`config.mk`:
```
export PLATFORM = sky130hd
export DESIGN_NAME = md_unit
export DESIGN_NICKNAME = d
export VERILOG_FILES = /design/src/rtl/md_pkg.sv /design/src/rtl/md_div_core.sv /design/src/rtl/md_unit.sv
export SDC_FILE = /design/constraint.sdc
export NUM_CORES = 1
export LEC_CHECK = 0
export BUFFER_PORTS_ARGS = -buffer_cell sky130_fd_sc_hd__buf_4
export CAP_MARGIN = 20
export CORE_MARGIN = 10
export CORE_UTILIZATION = 35
export DETAILED_ROUTE_END_ITERATION = 8
export REMOVE_ABC_BUFFERS = 1
export SLEW_MARGIN = 10
export SYNTH_ARGS = -nofsm -noshare
export SYNTH_HDL_FRONTEND = slang
export SYNTH_SLANG_ARGS = --single-unit
```
`constraint.sdc`:
```
create_clock -name clk -period 6.75 [get_ports clk]
set_clock_uncertainty 0.2 [all_clocks]
set_input_delay 0.675 -clock clk [delete_from_list [all_inputs] [get_ports clk]]
set_output_delay 0.675 -clock clk [all_outputs]
set_load 0.005 [all_outputs]
```
`src/rtl/md_pkg.sv`:
```
// Shared encodings for the multiply/divide unit: operation codes, FSM states, default widths.
// Optional build macro MD_EARLY_OUT_EN is interpreted in md_unit.
package md_pkg;

    localparam int MD_WIDTH = 32;
    localparam int MD_CNT_W = 5;

    typedef enum logic [2:0] {
        MD_MULT  = 3'b000,
        MD_MULTU = 3'b001,
        MD_DIV   = 3'b010,
        MD_DIVU  = 3'b011,
        MD_MTHI  = 3'b100,
        MD_MTLO  = 3'b101
    } md_op_e;

    typedef enum logic [1:0] {
        S_IDLE = 2'b00,
        S_MUL  = 2'b01,
        S_DIV  = 2'b10,
        S_FIX  = 2'b11
    } md_state_e;

    function automatic logic md_is_signed(input logic [2:0] op);
        return (op == MD_MULT) || (op == MD_DIV);
    endfunction

endpackage

```
`src/rtl/md_div_core.sv`:
```
// Restoring-divider datapath: one quotient bit per enabled cycle on unsigned magnitudes.
module md_div_core
    import md_pkg::*;
#(
    parameter int WIDTH = MD_WIDTH
) (
    input  logic             clk,
    input  logic             rst_n,
    input  logic             load_i,
    input  logic             en_i,
    input  logic [WIDTH-1:0] dividend_i,
    input  logic [WIDTH-1:0] divisor_i,
    output logic [WIDTH-1:0] quo_o,
    output logic [WIDTH-1:0] rem_o
);

    logic [WIDTH-1:0] rem_q, quo_q, dvs_q;
    logic [WIDTH:0]   shifted;
    logic             ge;
    logic [WIDTH-1:0] rem_d;

    // The remainder is always below the divisor, so the shifted partial
    // remainder fits in WIDTH+1 bits and the difference fits back in WIDTH.
    assign shifted = {rem_q, quo_q[WIDTH-1]};
    assign ge      = shifted >= {1'b0, dvs_q};
    assign rem_d   = ge ? (shifted[WIDTH-1:0] - dvs_q) : shifted[WIDTH-1:0];

    always_ff @(posedge clk or negedge rst_n) begin
        if (!rst_n) begin
            rem_q <= '0;
            quo_q <= '0;
            dvs_q <= '0;
        end else if (load_i) begin
            rem_q <= '0;
            quo_q <= dividend_i;
            dvs_q <= divisor_i;
        end else if (en_i) begin
            rem_q <= rem_d;
            quo_q <= {quo_q[WIDTH-2:0], ge};
        end
    end

    assign quo_o = quo_q;
    assign rem_o = rem_q;

endmodule

```
`src/rtl/md_unit.sv`:
```
// Iterative MULT/MULTU/DIV/DIVU unit with HI/LO registers and single-cycle MTHI/MTLO.
// Define MD_EARLY_OUT_EN to let MUL finish once the remaining multiplier bits are zero.
module md_unit
    import md_pkg::*;
#(
    parameter int WIDTH = MD_WIDTH,
    parameter int CNT_W = MD_CNT_W
) (
    input  logic             clk,
    input  logic             rst_n,
    input  logic             start,
    input  logic [2:0]       md_op,
    input  logic [WIDTH-1:0] busA,
    input  logic [WIDTH-1:0] busB,
    output logic             busy,
    output logic             done,
    output logic             div_zero,
    output logic [WIDTH-1:0] hi,
    output logic [WIDTH-1:0] lo,
    output logic [1:0]       dbg_state
);

    md_state_e          state_q;
    logic [CNT_W-1:0]   cnt_q;
    logic               busy_q, done_q, dz_q;
    logic [WIDTH-1:0]   hi_q, lo_q;
    logic [2*WIDTH-1:0] mcand_q, prod_q;
    logic [WIDTH-1:0]   mplier_q;
    logic               neg_q_q, neg_r_q, is_mul_q, dz_pend_q;

    logic               accept, sgn, a_neg, b_neg, is_div_op;
    logic [WIDTH-1:0]   abs_a, abs_b;
    logic [2*WIDTH-1:0] prod_d, prod_fix;
    logic               mul_last;
    logic [WIDTH-1:0]   div_quo, div_rem, quo_fix, rem_fix;

    // Busy is only ever high outside IDLE, so accept implies the FSM is idle.
    assign accept    = start && !busy_q;
    assign sgn       = md_is_signed(md_op);
    assign a_neg     = sgn && busA[WIDTH-1];
    assign b_neg     = sgn && busB[WIDTH-1];
    assign abs_a     = a_neg ? (~busA + 1'b1) : busA;
    assign abs_b     = b_neg ? (~busB + 1'b1) : busB;
    assign is_div_op = (md_op == MD_DIV) || (md_op == MD_DIVU);

    assign prod_d = prod_q + (mplier_q[0] ? mcand_q : '0);

`ifdef MD_EARLY_OUT_EN
    assign mul_last = (cnt_q == '1) || (mplier_q[WIDTH-1:1] == '0);
`else
    assign mul_last = (cnt_q == '1);
`endif

    assign prod_fix = neg_q_q ? (~prod_q + 1'b1) : prod_q;
    assign quo_fix  = neg_q_q ? (~div_quo + 1'b1) : div_quo;
    assign rem_fix  = neg_r_q ? (~div_rem + 1'b1) : div_rem;

    md_div_core #(.WIDTH(WIDTH)) u_div (
        .clk        (clk),
        .rst_n      (rst_n),
        .load_i     (accept && is_div_op),
        .en_i       (state_q == S_DIV),
        .dividend_i (abs_a),
        .divisor_i  (abs_b),
        .quo_o      (div_quo),
        .rem_o      (div_rem)
    );

    always_ff @(posedge clk or negedge rst_n) begin
        if (!rst_n) begin
            state_q   <= S_IDLE;
            cnt_q     <= '0;
            busy_q    <= 1'b0;
            done_q    <= 1'b0;
            dz_q      <= 1'b0;
            hi_q      <= '0;
            lo_q      <= '0;
            mcand_q   <= '0;
            prod_q    <= '0;
            mplier_q  <= '0;
            neg_q_q   <= 1'b0;
            neg_r_q   <= 1'b0;
            is_mul_q  <= 1'b0;
            dz_pend_q <= 1'b0;
        end else begin
            done_q <= 1'b0;
            dz_q   <= 1'b0;
            case (state_q)
                S_IDLE: begin
                    if (accept) begin
                        case (md_op)
                            MD_MTHI: hi_q <= busA;
                            MD_MTLO: lo_q <= busA;
                            MD_MULT, MD_MULTU: begin
                                busy_q    <= 1'b1;
                                state_q   <= S_MUL;
                                cnt_q     <= '0;
                                mcand_q   <= {{WIDTH{1'b0}}, abs_a};
                                mplier_q  <= abs_b;
                                prod_q    <= '0;
                                neg_q_q   <= a_neg ^ b_neg;
                                is_mul_q  <= 1'b1;
                                dz_pend_q <= 1'b0;
                            end
                            MD_DIV, MD_DIVU: begin
                                busy_q    <= 1'b1;
                                cnt_q     <= '0;
                                neg_q_q   <= a_neg ^ b_neg;
                                neg_r_q   <= a_neg;
                                is_mul_q  <= 1'b0;
                                dz_pend_q <= (busB == '0);
                                state_q   <= (busB == '0) ? S_FIX : S_DIV;
                            end
                            default: ;
                        endcase
                    end
                end
                S_MUL: begin
                    prod_q   <= prod_d;
                    mcand_q  <= mcand_q << 1;
                    mplier_q <= mplier_q >> 1;
                    cnt_q    <= cnt_q + 1'b1;
                    if (mul_last) state_q <= S_FIX;
                end
                S_DIV: begin
                    cnt_q <= cnt_q + 1'b1;
                    if (cnt_q == '1) state_q <= S_FIX;
                end
                S_FIX: begin
                    busy_q  <= 1'b0;
                    done_q  <= 1'b1;
                    state_q <= S_IDLE;
                    if (dz_pend_q) begin
                        dz_q <= 1'b1;
                    end else if (is_mul_q) begin
                        hi_q <= prod_fix[2*WIDTH-1:WIDTH];
                        lo_q <= prod_fix[WIDTH-1:0];
                    end else begin
                        hi_q <= rem_fix;
                        lo_q <= quo_fix;
                    end
                end
                default: state_q <= S_IDLE;
            endcase
        end
    end

    assign busy      = busy_q;
    assign done      = done_q;
    assign div_zero  = dz_q;
    assign hi        = hi_q;
    assign lo        = lo_q;
    assign dbg_state = state_q;

endmodule

```
==> flow_metrics.env <==
export IMPL_final_hold_violation_count=0
export IMPL_hold_ws_ns=0.217
export IMPL_post_drt_wl_per_cell_um=21.0
export IMPL_cp_arrival_ns=4.98
export IMPL_dr_pass1_iters=6
export IMPL_pin_count=139
export IMPL_grt_pass1_vias=21400
export IMPL_die_w_um=283
export IMPL_startpoint_type="register"
export IMPL_leakage_uw=0.0120
export IMPL_worstPathRequired_ns=6.94
export IMPL_slew_headroom_pct=22.1
export IMPL_syn_to_final_growth_pct=13.5
export IMPL_first_iter_violations=2117
export IMPL_worstSkewPairLatency_ns=0.58
export IMPL_grt_pass1_wl_um=130000
export IMPL_clockBufferDepth=3
export IMPL_rsz0062_at_grt="false"
export IMPL_cts_htree_levels=2
export IMPL_drv_cap=0
export IMPL_overflow=0
export IMPL_max_slew_worst_pin_slew_ns=1.16
export IMPL_drc=0
export IMPL_met2_usage_pct=31.7
export IMPL_met3_usage_pct=3.61
export IMPL_status="complete, no violations"
export IMPL_setup_violations_final=0
export IMPL_hp_class="in2reg"
export IMPL_cts_buffers=41
export IMPL_min_period_ns=4.78
export IMPL_core_mm2=0.0687
export IMPL_async_flop_share_pct=100
export IMPL_cts_root_buf="clkbuf_16"
export IMPL_rows=96
export IMPL_max_freq_ghz=0.209
export IMPL_grt_usage_pct=20.2
export IMPL_p_total_uw=15200
export IMPL_avgSynthCellArea_um2=7.96
export IMPL_synthFlopType="dfrtp_1"
export IMPL_path_max_fanout=53
export IMPL_place_hpwl_um=62100
export IMPL_seq_area_frac_synth_pct=34.4
export IMPL_clock_sinks=334
export IMPL_grt_use_met1_pct=27.5
export IMPL_path_class="reg2reg"
export IMPL_ys_warn_count=0
export IMPL_final_nets=3248
export IMPL_gp_congestion=0.961
export IMPL_regToRegSetupSlack_ns=1.97
export IMPL_synth_area_top_cells="dfrtp_1 (34%), a21oi_1 (7.8%), ha_1 (5.5%)"
export IMPL_clk_pin_slew_ns=0.06
export IMPL_cp_end_kind="register"
export IMPL_via_per_inst=5.65
export IMPL_num_vias=22800
export IMPL_p_per_area_mw_per_mm2=551
export IMPL_post_route_period_util_pct=70.9
export IMPL_ys_seq_elements=334
export IMPL_start_util_pct=35.4
export IMPL_n_antenna_cell=0
export IMPL_wl_um=84800
export IMPL_yosysUniqueCellTypes=73
export IMPL_drive_above_1_share_pct=9.00
export IMPL_netlist_area_mm2=0.0243
export IMPL_antenna_found_initial=0
export IMPL_die_h_um=283
export IMPL_synth_edf_count=0
export IMPL_grt_max_degree=134
export IMPL_top_usage_layer="met2"
export IMPL_synth_largest_area_cell="dfrtp_1"
export IMPL_tritoncts="done"
export IMPL_syn_inst=3051
export IMPL_drv_slew=0
export IMPL_antenna_left=0
export IMPL_port_buffers=138
export IMPL_max_vdd_ir_drop_mv=0.377
export IMPL_die_area_mm2=0.0804
export IMPL_synth_top_area_share_pct=34.4
==> final timing paths <==
check	start	endpoint	cells after the start
min in group asynchronous	rst_n	mcand_q[57]$_DFFE_PN0P_	2
max reg2reg	mplier_q[0]$_DFFE_PN0P_	prod_q[57]$_DFFE_PN0P_	13
min reg2reg	u_div.dvs_q[6]$_DFFE_PN0P_	u_div.dvs_q[6]$_DFFE_PN0P_	2
max	mplier_q[0]$_DFFE_PN0P_	prod_q[57]$_DFFE_PN0P_	13
min	busA[16]	hi[16]$_DFFE_PN0P_	2
max in group asynchronous	rst_n	hi[9]$_DFFE_PN0P_	3
==> sequential cells by signal (all words and copies together) (netlist names), 2 cells and up <==
signal / count
u_div.quo_o: 32
u_div.dvs_q: 32
mcand_q: 64
u_div.rem_o: 32
cnt_q: 5
dbg_state: 2
hi: 32
lo: 32
mplier_q: 32
prod_q: 64
==> cell families (layout without fill, tap and decap cells) <==
group,after synthesis,after routing,share of synthesized area (%)
AO/OA/AOI/OAI,1034,1034,25.5
flip-flops,334,334,34.4
buffers and inverters,271,320,4.21
XOR/XNOR,260,260,9.37
AND/OR/NAND/NOR,1020,1020,19.8
adder cells (fa/ha/maj),108,108,5.62
multiplexers,24,24,1.08
==> cells in the mapped netlist (4+ instances only) <==
| cell type | number |
|---|---|
| mux2i_1 | 15 |
| xor2_1 | 135 |
| buf_1 | 9 |
| or2_2 | 8 |
| xnor2_1 | 125 |
| o31a_1 | 7 |
| nor3_1 | 46 |
| a21o_1 | 62 |
| and4_1 | 4 |
| buf_2 | 5 |
| a21boi_0 | 5 |
| nor4_1 | 22 |
| and3_1 | 12 |
| o21a_1 | 16 |
| a221oi_1 | 5 |
| o211a_1 | 6 |
| a21oi_1 | 378 |
| and2_1 | 69 |
| or3_1 | 19 |
| o41ai_1 | 29 |
| o22ai_1 | 63 |
| nand3b_1 | 8 |
| dfrtp_1 | 334 |
| o21ai_0 | 255 |
| a22oi_1 | 4 |
| a211oi_1 | 47 |
| clkbuf_1 | 179 |
| or4_1 | 24 |
| o211ai_1 | 23 |
| nand2_1 | 333 |
| mux2_2 | 8 |
| nand3_1 | 75 |
| a31oi_1 | 31 |
| o31ai_1 | 52 |
| a221o_1 | 5 |
| inv_1 | 78 |
| ha_1 | 106 |
| nand2b_1 | 23 |
| o21bai_1 | 13 |
| nor2b_1 | 61 |
| nand4_1 | 27 |
| nor2_1 | 275 |
==> cell type report <==
cell class,instances,area (um^2)
repair buffers,169,1340
well taps,931,1160
multi-input cells,2446,15000
fillers,7178,41100
flip-flops and latches,334,8360
clock inverters,16,199
inverters,78,293
clock buffers,57,1200
==> metrics by stage <==
step           setup WS, ns  instances  area [um^2]  setup TNS [ns]  util [%]
2_1_floorplan         -3.05       2858        23600         -246.80         -
3_3_place_gp           2.23       3956        26100               0      38.1
3_5_place_dp           2.12       3956        26100               0      38.1
4_1_cts                2.07       4030        27500               0      40.1
5_1_grt                1.72       4031        27600               0      40.1
6_report               1.97       4031        27600               0      40.1
==> cells in the final DEF, fill, tap and decap left out, drive strengths merged, types with 5 or more instances in the layout <==
| cell type | count |
|---|---|
| and3 | 12 |
| nand4 | 27 |
| buf | 168 |
| o31a | 7 |
| o21bai | 13 |
| a31oi | 31 |
| a211oi | 47 |
| nand3b | 8 |
| ha | 106 |
| or2 | 9 |
| nand2b | 23 |
| a221oi | 5 |
| mux2 | 8 |
| nand2 | 333 |
| xor2 | 135 |
| a21o | 62 |
| and2 | 69 |
| or4 | 25 |
| dfrtp | 334 |
| a21boi | 5 |
| o211ai | 23 |
| nand3 | 75 |
| a21oi | 378 |
| o21a | 16 |
| nor3 | 46 |
| o31ai | 52 |
| xnor2 | 125 |
| or3 | 22 |
| inv | 78 |
| o21ai | 256 |
| o41ai | 31 |
| a221o | 5 |
| o211a | 6 |
| clkinv | 12 |
| o22ai | 63 |
| nor4 | 22 |
| clkbuf | 57 |
| nor2 | 275 |
| mux2i | 15 |
| nor2b | 61 |
==> per-layer routing <==
metal  share of wire [%]  wire, um
met1                  44     37600
met2                  45     38300
met3                 7.2      6100
met4                 3.3      2800
met5                   0         0
==> report_power, final <==
part	internal, uW	total [uW]	switching, uW
Sequential	2800	3680	878
Clock	1390	2320	925
Combinational	3450	9200	5740
==> worst max-delay path: stages (launching register included) <==
cell	delay (ns)
dfrtp_1	0.56
buf_4	0.52
and2_1	0.22
ha_1	0.28
a21oi_1	0.28
o21a_1	0.16
o21ai_0	0.07
a31oi_1	0.24
o32a_1	0.21
nand2_1	0.10
a311oi_1	0.99
o21ai_0	0.40
xnor2_1	0.23
o21ai_0	0.11
==> repair_timing <==
action	4_1_cts	5_1_grt
hold buffers	1	0
endpoints found under the hold margin	7	0
resized for setup	0	0
setup buffers	0	0
Power figures use the tool's default switching activity.
